**src/rtl/axis_thrust_ctrl.sv**
```systemverilog
// Per-axis thrust controller: turns pilot accel/brake/zero commands into a saturating
// magnitude+direction velocity and emits one-hot mode/step to the position stage each tick.
module axis_thrust_ctrl #(
  parameter int unsigned VW       = 4,
  parameter int unsigned VMAX     = 7,
  parameter int unsigned TICK_DIV = 4,
  parameter int unsigned CW       = 8
) (
  input  logic          clk,
  input  logic          rst,
  input  logic          cmd_valid,
  input  logic [2:0]    cmd,
  output logic          cmd_ready,
  output logic          update,
  output logic [3:0]    mode,
  output logic [VW-1:0] step,
  output logic [VW-1:0] vel_mag,
  output logic          vel_dir,
  output logic          braking
);

  typedef enum logic [1:0] {
    StIdle    = 2'b00,
    StBraking = 2'b01,
    StZeroing = 2'b10
  } state_e;

  localparam logic [2:0] CmdAccPos = 3'b001;
  localparam logic [2:0] CmdAccNeg = 3'b010;
  localparam logic [2:0] CmdBrake  = 3'b011;
  localparam logic [2:0] CmdZero   = 3'b100;

  localparam logic [3:0] ModeHold = 4'b0001;
  localparam logic [3:0] ModeAdd  = 4'b0010;
  localparam logic [3:0] ModeSub  = 4'b0100;
  localparam logic [3:0] ModeLoad = 4'b1000;

  localparam logic [VW-1:0] VMaxV = VW'(VMAX);
  localparam logic [VW-1:0] OneV  = VW'(1);
  localparam logic [CW-1:0] TickV = CW'(TICK_DIV - 1);

  state_e        state_q, state_d;
  logic [CW-1:0] cnt_q, cnt_d;
  logic [VW-1:0] vel_mag_q, vel_mag_d;
  logic          vel_dir_q, vel_dir_d;
  logic          update_q, update_d;
  logic [3:0]    mode_q, mode_d;
  logic [VW-1:0] step_q, step_d;
  logic          tick;

  assign tick      = (cnt_q == TickV);
  assign cnt_d     = tick ? '0 : cnt_q + 1'b1;
  assign cmd_ready = (state_q == StIdle);
  assign braking   = (state_q == StBraking);
  assign update    = update_q;
  assign mode      = mode_q;
  assign step      = step_q;
  assign vel_mag   = vel_mag_q;
  assign vel_dir   = vel_dir_q;

  always_comb begin
    state_d   = state_q;
    vel_mag_d = vel_mag_q;
    vel_dir_d = vel_dir_q;
    update_d  = 1'b0;
    mode_d    = ModeHold;
    step_d    = '0;

    // Update always reflects the velocity held during the tick cycle itself.
    if (tick) begin
      update_d = 1'b1;
      if (state_q == StZeroing) begin
        mode_d = ModeLoad;
      end else if (vel_mag_q != '0) begin
        mode_d = vel_dir_q ? ModeSub : ModeAdd;
        step_d = vel_mag_q;
      end
    end

    unique case (state_q)
      StIdle: begin
        if (cmd_valid) begin
          case (cmd)
            CmdAccPos: begin
              if (!vel_dir_q || vel_mag_q == '0) begin
                if (vel_mag_q < VMaxV) vel_mag_d = vel_mag_q + 1'b1;
                vel_dir_d = 1'b0;
              end else begin
                vel_mag_d = vel_mag_q - 1'b1;
                if (vel_mag_q == OneV) vel_dir_d = 1'b0;
              end
            end
            CmdAccNeg: begin
              if (vel_dir_q || vel_mag_q == '0) begin
                if (vel_mag_q < VMaxV) vel_mag_d = vel_mag_q + 1'b1;
                vel_dir_d = 1'b1;
              end else begin
                vel_mag_d = vel_mag_q - 1'b1;
              end
            end
            CmdBrake: begin
              if (vel_mag_q != '0) state_d = StBraking;
            end
            CmdZero: state_d = StZeroing;
            default: ;
          endcase
        end
      end
      StBraking: begin
        if (tick) begin
          if (vel_mag_q <= OneV) begin
            vel_mag_d = '0;
            vel_dir_d = 1'b0;
            state_d   = StIdle;
          end else begin
            vel_mag_d = vel_mag_q - 1'b1;
          end
        end
      end
      StZeroing: begin
        if (tick) begin
          vel_mag_d = '0;
          vel_dir_d = 1'b0;
          state_d   = StIdle;
        end
      end
      default: begin
        vel_mag_d = '0;
        vel_dir_d = 1'b0;
        state_d   = StIdle;
      end
    endcase
  end

  always_ff @(posedge clk) begin
    if (rst) begin
      state_q   <= StIdle;
      cnt_q     <= '0;
      vel_mag_q <= '0;
      vel_dir_q <= 1'b0;
      update_q  <= 1'b0;
      mode_q    <= ModeHold;
      step_q    <= '0;
    end else begin
      state_q   <= state_d;
      cnt_q     <= cnt_d;
      vel_mag_q <= vel_mag_d;
      vel_dir_q <= vel_dir_d;
      update_q  <= update_d;
      mode_q    <= mode_d;
      step_q    <= step_d;
    end
  end

endmodule

```
**config.mk**
```make
export PLATFORM = sky130hd
export DESIGN_NAME = axis_thrust_ctrl
export DESIGN_NICKNAME = d
export VERILOG_FILES = /design/src/rtl/axis_thrust_ctrl.sv
export SDC_FILE = /design/constraint.sdc
export NUM_CORES = 1
export LEC_CHECK = 0
export CORE_MARGIN = 2
export CORE_UTILIZATION = 55
export CTS_CLUSTER_DIAMETER = 50
export CTS_CLUSTER_SIZE = 8
export DETAILED_ROUTE_END_ITERATION = 8
export PLACE_DENSITY = 0.82
export SLEW_MARGIN = 5
export SYNTH_ARGS = -nofsm -noshare
export SYNTH_HDL_FRONTEND = slang
export SYNTH_SLANG_ARGS = --single-unit
```
**constraint.sdc**
```tcl
create_clock -name clk -period 3.8 [get_ports clk]
set_input_delay 0.38 -clock clk [delete_from_list [all_inputs] [get_ports clk]]
set_output_delay 0.38 -clock clk [all_outputs]
set_load 0.02 [all_outputs]
```
==> run metrics, run 1 <==
outcome=completed; Post-Route Setup TNS=0 ps; Vias=around 1100; Clock Tree Buf Depth=2; Ys Warns=0; crit end category=output pin; max_cap viols=0; most frequent cells in the layout=dfxtp_1, clkdlybuf4s50_1, nor2_1, a21oi_1; DR DRC count=0; Max Slew Vio Count=0; pin count of the biggest net entering global routing=16; Sw Share=0.286; pwr dens=322 nW/um2; post-CTS setup buffer count=0; fill cell count=just under 200; first-pass GRT wire length=4200 um; most common cell after layout, fill and taps aside=dfxtp_1; area of the mapped netlist=around 1300 um2; DR pass1 iterations=6; Post-DP Area=1540 um2; Via density=between 5 and 6; Final #Nets=between 150 and 200; fin cells=approximately 190; Switching Power=~150 uW; Worst Clk Skew=around 13 ps; Final ANT Viol Nets=0; number of synthesized register bits=24; post-synth cell types=48; number of cell rows=17; Avg WL per Cell=~13 um; Worst EP required=3420 ps; clk sinks=24; Root Buffer=clkbuf_4; endpoints failing setup=0; count of final hold-check violations=0; Reg area=between 400 and 500 um2; hold buffer count at CTS=0; Post-DP HPWL=a little under 2000 um; H-tree depth=1; Clock Pin Slew Worst Setup and Hold Paths=between 100 and 150 ps; vias in the first global route=about 930; CP max FO=9; Reg power frac=0.536; post-synthesis sequential area ratio=0.362; number of antenna violations at the first check in global routing=0; layout cell share with drive strength beyond 1=0.0798; Syn Area/Cell=roughly 9.2 um2; Fmax achieved=approximately 0.43 GHz; HP Class=register to register; IO Port Bufs=21; cell internal pwr=approximately 360 uW; relative slew slack=0.480; Mapped Cells=approximately 140; GRT Total Usage=0.205; num ports=22; dpl cells=about 190; Area Overhead vs Synth=18.7%; gp weighted congestion=between 0.8 and 0.9; Die W=53.2 um; CTS tree=built; RSZ-0062 raised after global routing=false; die height=53.2 um; area of the multi-input gates=between 700 and 800 um2; Clk Latency, worst-skew pair=about 320 ps; GRT overflow=0; VDD IR max=approximately 0.19 mV; initial core utilization=0.589; Least-Margin Pin Slew=between 700 and 800 ps; crit path time final=roughly 2300 ps; logic gate share of total power=0.201; Arrival @ worst endpoint=just under 2000 ps; core area=around 2300 um2; CP Launch Type=register; die area=2820 um2; Post-Layout Inst Area=~1600 um2; ant diodes=0; Tcrit/Tclk final=0.614; PostCTS Resize Cnt=0; type of the worst setup path=register to output pin; iteration-0 DRC count of the detailed router=25; Leak=0.000582 uW; syn nets=between 150 and 200; Clock power frac=0.263; CTS Buf Count=3; Post-Route WL=2530 um
==> path summary, 6_finish.rpt <==
check | start | slack, ps | cells after the start | to
worst min register to register | cnt_q[0] | 490 | 1 | cnt_q[0]
worst min-delay path | cnt_q[0] | 490 | 1 | cnt_q[0]
worst max-delay path | state_q[1] | 1470 | 3 | cmd_ready
worst max register to register | vel_mag[0] | 1690 | 6 | vel_mag[3]
==> power by group through the flow <==
| stage | registers, uW | logic [uW] | clock network [uW] |
|---|---|---|---|
| floorplan | 277 | 70.6 | 0 |
| global placement | 278 | 98.8 | 0 |
| detailed placement | 278 | 100 | 0 |
| CTS | 272 | 101 | 134 |
| global route | 275 | 112 | 147 |
| finish | 273 | 102 | 134 |
==> Yosys cell counts, drive strengths merged <==
library cell	count	area (um2)
o31ai	1	7.51
clkbuf	3	11.3
nor2	14	52.6
a211oi	2	15.0
inv	6	22.5
nand3	6	30.0
buf	3	21.3
or3	2	12.5
ha	5	62.6
nor2b	3	18.8
nand2	4	22.5
xor2	5	51.3
a31oi	3	18.8
a31o	1	8.76
a211o	1	8.76
a21oi	7	35.0
o32ai	2	17.5
a41oi	1	8.76
nor4	4	40.0
o211ai	1	7.51
nor3b	4	46.3
xnor2	6	52.6
nor4b	2	17.5
a311oi	1	8.76
nor3	5	25.0
mux2i	1	10.0
o31a	1	8.76
nand3b	1	11.3
a221o	1	10.0
o221ai	1	8.76
or2	1	6.26
and3	3	18.8
and2b	1	8.76
a221oi	1	26.3
a22oi	1	7.51
or2b	2	15.0
nand2b	3	18.8
o41ai	1	16.3
and2	4	25.0
o21ai	5	25.0
o22a	1	8.76
dfxtp	24	480
==> layer usage <==
metal  track usage  routed length (um)
met1         0.287                1220
met2         0.304                1130
met3        0.0452                 141
met4        0.0769                  40
met5             0                   0
==> metrics by stage <==
step	utilization	total power (uW)	hold slack [ps]	setup slack, ps
6_report	0.700	508	487	1470
5_1_grt	0.700	534	534	1360
4_1_cts	0.700	508	487	1470
3_5_place_dp	0.684	378	457	1680
3_3_place_gp	0.684	376	441	1720
2_1_floorplan	-	348	426	1970
==> final cells by class <==
type	instances	share of cell area
clock buffers	4	0.0230
inverters	6	0.0143
multi-input cells	108	0.503
flip-flops and latches	24	0.305
well taps	28	0.0222
repair buffers	21	0.133
==> cell families after synthesis <==
| logic type | count (synthesis) | synth area share |
|---|---|---|
| multiplexers | 1 | 0.00753 |
| AO/OA/AOI/OAI | 32 | 0.186 |
| AND/OR/NAND/NOR | 59 | 0.278 |
| buffers and inverters | 12 | 0.0414 |
| XOR/XNOR | 11 | 0.0782 |
| adder cells (fa/ha/maj) | 5 | 0.0471 |
| flip-flops | 24 | 0.362 |
==> registers in the layout, summed over array words and instances (netlist names) <==
signal and flops:
mode 4, cnt_q 8, state_q 2, update 1, step 4, vel_mag 4
vel_dir 1
==> critical path: stages, from the launching register on <==
cell and delay (ps):
dfxtp_1 410, or2_1 350, inv_1 230, clkdlybuf4s50_1 650
Note: power is estimated with default switching activity, not from simulation.
==> run 2: changes to the inputs <==
--- a/config.mk
+++ b/config.mk
@@ -6,11 +6,11 @@
 export NUM_CORES = 1
 export LEC_CHECK = 0
 export CORE_MARGIN = 2
-export CORE_UTILIZATION = 55
+export CORE_UTILIZATION = 47
 export CTS_CLUSTER_DIAMETER = 50
 export CTS_CLUSTER_SIZE = 8
 export DETAILED_ROUTE_END_ITERATION = 8
-export PLACE_DENSITY = 0.82
+export PLACE_DENSITY = 0.75
 export SLEW_MARGIN = 5
 export SYNTH_ARGS = -nofsm -noshare
 export SYNTH_HDL_FRONTEND = slang
==> constraint.sdc (replaced) <==
create_clock -name clk -period 1.9 [get_ports clk]
set_input_delay 0.19 -clock clk [delete_from_list [all_inputs] [get_ports clk]]
set_output_delay 0.19 -clock clk [all_outputs]
set_load 0.02 [all_outputs]
==> run 2 against run 1 <==
Non-clock buffer count up 14; first-iteration DRC count up 68%; global-route usage down 0.33 points; wire length up 22%; sequential share of layout area down 2.1 points; setup slack worse by 1400 ps; clock skew up 1.9 ps; utilization down 7.1 points; critical path depth down 1; critical path type unchanged.
==> run metrics, run 2 (synthesis gave the netlist of run 1 again) <==
outcome=completed (unchanged); R2R cell count=6 (unchanged); Clk Latency, worst-skew pair=330 ps (was 320 ps); r2r endpoint=vel_dir (was vel_mag[3]); Final #Nets=189 (was 175); crit-path leading delay family=buffers and inverters (unchanged); number of cell rows=19 (was 17); Fmax achieved=approximately 0.56 GHz; Root Buffer=clkbuf_4 (unchanged); CP max FO=9 (unchanged); cell internal pwr=751 uW (was 363 uW); start of the worst register-to-register path=cnt_q[0] (was vel_mag[0]); Tcrit/Tclk final=0.948; vias in the first global route=1166 (was 928); dpl cells=204 (was 187); max_cap viols=0 (unchanged); count of final hold-check violations=0 (unchanged); core area=2710 um2 (was 2250 um2); iteration-0 DRC count of the detailed router=42 (was 25); die area=3270 um2 (was 2820 um2); die height=57.2 um (was 53.2 um); Post-Route WL=3080 um (was 2530 um); GRT overflow=0 (unchanged); first-pass GRT wire length=5160 um (was 4200 um); VDD IR max=0.439 mV (was 0.191 mV); Worst Clk Skew=14.9 ps (was 13.0 ps); Post-DP HPWL=2420 um (was 1940 um); Max Slew Vio Count=0 (unchanged); Sw Share=0.295 (was 0.286); ant diodes=0 (unchanged); Final ANT Viol Nets=0 (unchanged); IO Port Bufs=21 (unchanged); Clock Pin Slew Worst Setup and Hold Paths=130 ps (was 120 ps); DR DRC count=0 (unchanged); relative slew slack=0.601 (was 0.480); CTS Buf Count=3 (unchanged); clk sinks=24 (unchanged); crit path time final=1800 ps; Clock Tree Buf Depth=2 (unchanged); CTS tree=built (unchanged); Arrival @ worst endpoint=1610 ps (was 1950 ps); Via density=5.78 (was 5.70); pwr dens=626 nW/um2 (was 322 nW/um2); Reg power frac=0.507 (was 0.536); Critical-path top delay cell=clkdlybuf4s50_1 (unchanged); hold buffer count at CTS=0 (unchanged); Final Worst Setup Slack=98.4 ps (was 1470 ps); number of antenna violations at the first check in global routing=0 (unchanged); pin count of the biggest net entering global routing=15 (was 16); most frequent cells in the layout=dfxtp_1, clkdlybuf4s50_1, nor2_1, buf_4 (was dfxtp_1, clkdlybuf4s50_1, nor2_1, a21oi_1); pre-CTS setup slack=-38.0 ps (was 1680 ps); Top Metal Used=met4 (unchanged); H-tree depth=1 (unchanged); Least-Margin Pin Slew=594 ps (was 779 ps); Vias=1203 (was 1088); FF-to-FF setup slack=100 ps (was 1690 ps); Top reg by flops=cnt_q (unchanged); initial core utilization=0.490 (was 0.589); Leak=0.000645 uW (was 0.000582 uW); Switching Power=315 uW (was 145 uW); Area Overhead vs Synth=28.2% (was 18.7%); num ports=22 (unchanged); GRT Total Usage=0.201 (was 0.205); Die W=57.2 um (was 53.2 um); RSZ-0062 raised after global routing=true (was false); crit end category=output pin (unchanged); logic gate share of total power=0.232 (was 0.201); Met2 Routed Length=1470 um (was 1130 um); Routed met3 length=129 um (was 141 um); layout cell share with drive strength beyond 1=0.175 (was 0.0798); type of the worst setup path=register to output pin (unchanged); fin cells=208 (was 191); Post-Route Setup TNS=0 ps (unchanged); M1 WL=1420 um (was 1220 um); Cell Chain, Critical Path=and2b_2, clkdlybuf4s50_1 (was or2_1, inv_1, clkdlybuf4s50_1); hold_sp=cnt_q[0] (unchanged); Hold Path Cell Cnt=1 (unchanged); slowest cell delay on critical path=620 ps (was 650 ps); DR pass1 iterations=4 (was 6); most common cell after layout, fill and taps aside=dfxtp_1 (unchanged); HP Class=register to register (unchanged); Hold Path End=cnt_q[0] (unchanged); CP Launch Type=register (unchanged); max reg flops=8 (unchanged); Worst Path Buf+Inv=1 (was 2); Clock power frac=0.262 (was 0.263); Worst EP required=1710 ps (was 3420 ps); Avg WL per Cell=14.8 um (was 13.2 um); gp weighted congestion=0.909 (was 0.852); endpoints failing setup=0 (unchanged)
-- run 2: worst max-delay path by stage --
| stage | start | to | cells after the start |
|---|---|---|---|
| after floorplan | vel_mag[0] | vel_mag[0] | 7 |
| after global placement | cmd[0] | vel_mag[1] | 6 |
| after detailed placement | cmd[0] | vel_dir | 6 |
| after CTS | vel_mag[0] | vel_mag[1] | 7 |
| after global routing | cnt_q[0] | vel_dir | 6 |
| final | state_q[0] | braking | 2 |
-- run 2: repair_timing --
item	CTS	global route
buffers inserted	0	0
pin swaps	0	1
setup endpoints to repair	1	6
resized for setup	1	6
-- run 2: metrics by stage --
step	hold WS, ps	util	area, um2	power [uW]
6_report	473	0.628	1700	1070
5_1_grt	515	0.628	1700	1110
4_1_cts	482	0.622	1690	1060
3_5_place_dp	459	0.609	1650	790
3_3_place_gp	441	0.609	1650	784
2_1_floorplan	342	-	1330	695
-- run 2: power groups by stage --
stage                     logic [uW]  registers (uW)  clock network [uW]
after floorplan                  141             554                   0
after global placement           236             548                   0
after detailed placement         241             549                   0
after CTS                        242             538                 277
after global routing             268             543                 298
final                            247             540                 279
-- run 2: metal layers --
metal / track usage / vias up
li1: - / 588
met1: 0.267 / 565
met2: 0.330 / 41
met3: 0.0317 / 9
met4: 0.0764 / 0
met5: 0 / -
-- run 2: layout make-up --
class | instances | area [um2]
well taps | 31 | 38.8
repair buffers | 35 | 314
clock buffers | 4 | 36.3
multi-input cells | 108 | 808
flip-flops and latches | 24 | 483
inverters | 6 | 22.5
fillers | 247 | 1010
==> run 3: changes to the inputs <==
--- a/config.mk
+++ b/config.mk
@@ -5,7 +5,7 @@
 export SDC_FILE = /design/constraint.sdc
 export NUM_CORES = 1
 export LEC_CHECK = 0
-export CORE_MARGIN = 2
+export CORE_MARGIN = 4
 export CORE_UTILIZATION = 47
 export CTS_CLUSTER_DIAMETER = 50
 export CTS_CLUSTER_SIZE = 8
==> run 3 against run 2 <==
Sequential power barely moved; wire length fell by 4.9%; clock skew fell by 4.1 ps; final cell count fell by 0.48%; sequential share of layout area rose by 0.26 points; count of clock-buffer cells in the layout did not move; non-clock buffer count fell by 1; critical path depth rose by 5; final area fell by 0.66%; utilization fell by 0.96 points; flip-flop and latch count did not move; total power fell by 2.0%; highest routed layer unchanged.
==> run metrics, run 3 (synthesis gave the netlist of run 1 again) <==
CTS Buf Count=3 (unchanged); Die W=61.2 um (was 57.2 um); GR Util met2=0.289 (was 0.330); pin count of the biggest net entering global routing=15 (unchanged); Least-Margin Pin Slew=628 ps (was 594 ps); Fmax achieved=0.559 GHz (was 0.555 GHz); CP Launch Type=register (unchanged); Cell Chain, Critical Path=inv_1, ha_1, nor2_1, o31ai_1, o32ai_1, o21ai_0, a21oi_1 (was and2b_2, clkdlybuf4s50_1); Hold Path Cell Cnt=1 (unchanged); Worst path depth=7 (was 2); Max Slew Vio Count=0 (unchanged); DR DRC count=0 (unchanged); vias in the first global route=1104 (was 1166); VDD IR max=0.479 mV (was 0.439 mV); type of the worst setup path=register to register (was register to output pin); Vias=1186 (was 1203); Root Buffer=clkbuf_4 (unchanged); Post-Route Setup TNS=0 ps (unchanged); Area Overhead vs Synth=27.3% (was 28.2%); slowest cell delay on critical path=520 ps (was 620 ps); core area=2730 um2 (was 2710 um2); most frequent cells in the layout=dfxtp_1, clkdlybuf4s50_1, nor2_1, buf_4 (unchanged); CTS tree=built (unchanged); crit end category=register (was output pin); H-tree depth=1 (unchanged); Final ANT Viol Nets=0 (unchanged); GRT met3 Usage=0.0252 (was 0.0317); critical path startpoint=vel_mag[0] (was state_q[0]); pwr dens=617 nW/um2 (was 626 nW/um2); ant diodes=0 (unchanged); Avg WL per Cell=14.2 um (was 14.8 um); Most Used Layer, Global Route=met2 (unchanged); endpoints failing setup=0 (unchanged); num ports=22 (unchanged); die height=61.2 um (was 57.2 um); Clock Tree Buf Depth=2 (unchanged); max reg flops=8 (unchanged); Tcrit/Tclk final=0.941 (was 0.948); start of the worst register-to-register path=vel_mag[0] (was cnt_q[0]); Clk Latency, worst-skew pair=310 ps (was 330 ps); GRT Total Usage=0.176 (was 0.201); number of cell rows=19 (unchanged); die area=3740 um2 (was 3270 um2); count of final hold-check violations=0 (unchanged); crit-path leading delay family=compound AO/OA/AOI/OAI gates (was buffers and inverters); CP max FO=6 (was 9); GRT overflow=0 (unchanged); Via density=5.73 (was 5.78); relative slew slack=0.578 (was 0.601); DR pass1 iterations=4 (unchanged); layout cell share with drive strength beyond 1=0.170 (was 0.175); Final #Nets=188 (was 189); IO Port Bufs=21 (unchanged); hold_sp=cnt_q[0] (unchanged); Top reg by flops=cnt_q (unchanged); hold buffer count at CTS=0 (unchanged); Arrival @ worst endpoint=2010 ps (was 1610 ps); most common cell after layout, fill and taps aside=dfxtp_1 (unchanged); HP Class=register to register (unchanged); crit path time final=1790 ps (was 1800 ps); Post-DP HPWL=2300 um (was 2420 um); Worst EP required=2120 ps (was 1710 ps); max_cap viols=0 (unchanged); RSZ-0062 raised after global routing=false (was true); first-pass GRT wire length=4930 um (was 5160 um); iteration-0 DRC count of the detailed router=45 (was 42); Worst Clk Skew=10.8 ps (was 14.9 ps); R2R cell count=7 (was 6); met1 usage=0.237 (was 0.267); Leak=0.000645 uW (about the same); Clock Pin Slew Worst Setup and Hold Paths=130 ps (about the same); initial core utilization=0.486 (was 0.490); final core occ=0.619 (was 0.628); clk sinks=24 (unchanged); Post-Route WL=2930 um (was 3080 um); Critical-path top delay cell=o31ai_1 (was clkdlybuf4s50_1); total power=1040 uW (was 1070 uW); number of antenna violations at the first check in global routing=0 (unchanged); Worst Path Buf+Inv=1 (unchanged); gp weighted congestion=0.972 (was 0.909); outcome=completed (unchanged)
==> run 3: cell count changes in the layout (fill, tap and decap cells not counted) <==
cell	delta
o21ai_0	+1
buf_4	-1
dfxtp_2	+1
o31ai_2	-1
dfxtp_1	-1
o31ai_1	+1
o21ai_1	-1
==> run 3: routing by layer <==
layer / vias up / routed length, um
li1: 594 / -
met1: 542 / 1310
met2: 46 / 1370
met3: 4 / 211
met4: 0 / 31
met5: - / 0
==> run 3: stage by stage <==
step / hold slack (ps) / std cells / area (um2) / setup WS [ps]
floorplan: 342 / 144 / 1330 / 74.0
global route: 468 / 207 / 1690 / 22.0
CTS: 490 / 207 / 1680 / 42.0
detailed placement: 463 / 203 / 1640 / 17.5
finish: 443 / 207 / 1690 / 112
global placement: 441 / 203 / 1640 / 75.8
==> run 3: power breakdown <==
part           switching (uW)  internal [uW]
combinational             126            111
clock                     148            117
sequential               22.2            520
total                     296            749
==> run 3: area by class of cell <==
class | instances | area, um2
clock buffer | 4 | 36.3
fill | 221 | 1040
inverter | 6 | 22.5
multi-input combinational | 108 | 803
sequential | 24 | 484
tap | 31 | 38.8
timing repair buffer | 34 | 307
==> run 3: timing repair <==
action,CTS,global route
setup buffers,0,0
endpoints found under the setup margin,1,6
resized for setup,1,5
pin swaps,0,1
==> run 3: worst paths after layout <==
check / end / slack [ps]
worst min register to register: cnt_q[0] / 440
worst max-delay path: vel_mag[1] / 110
worst max register to register: vel_mag[1] / 110
worst min-delay path: cnt_q[0] / 440
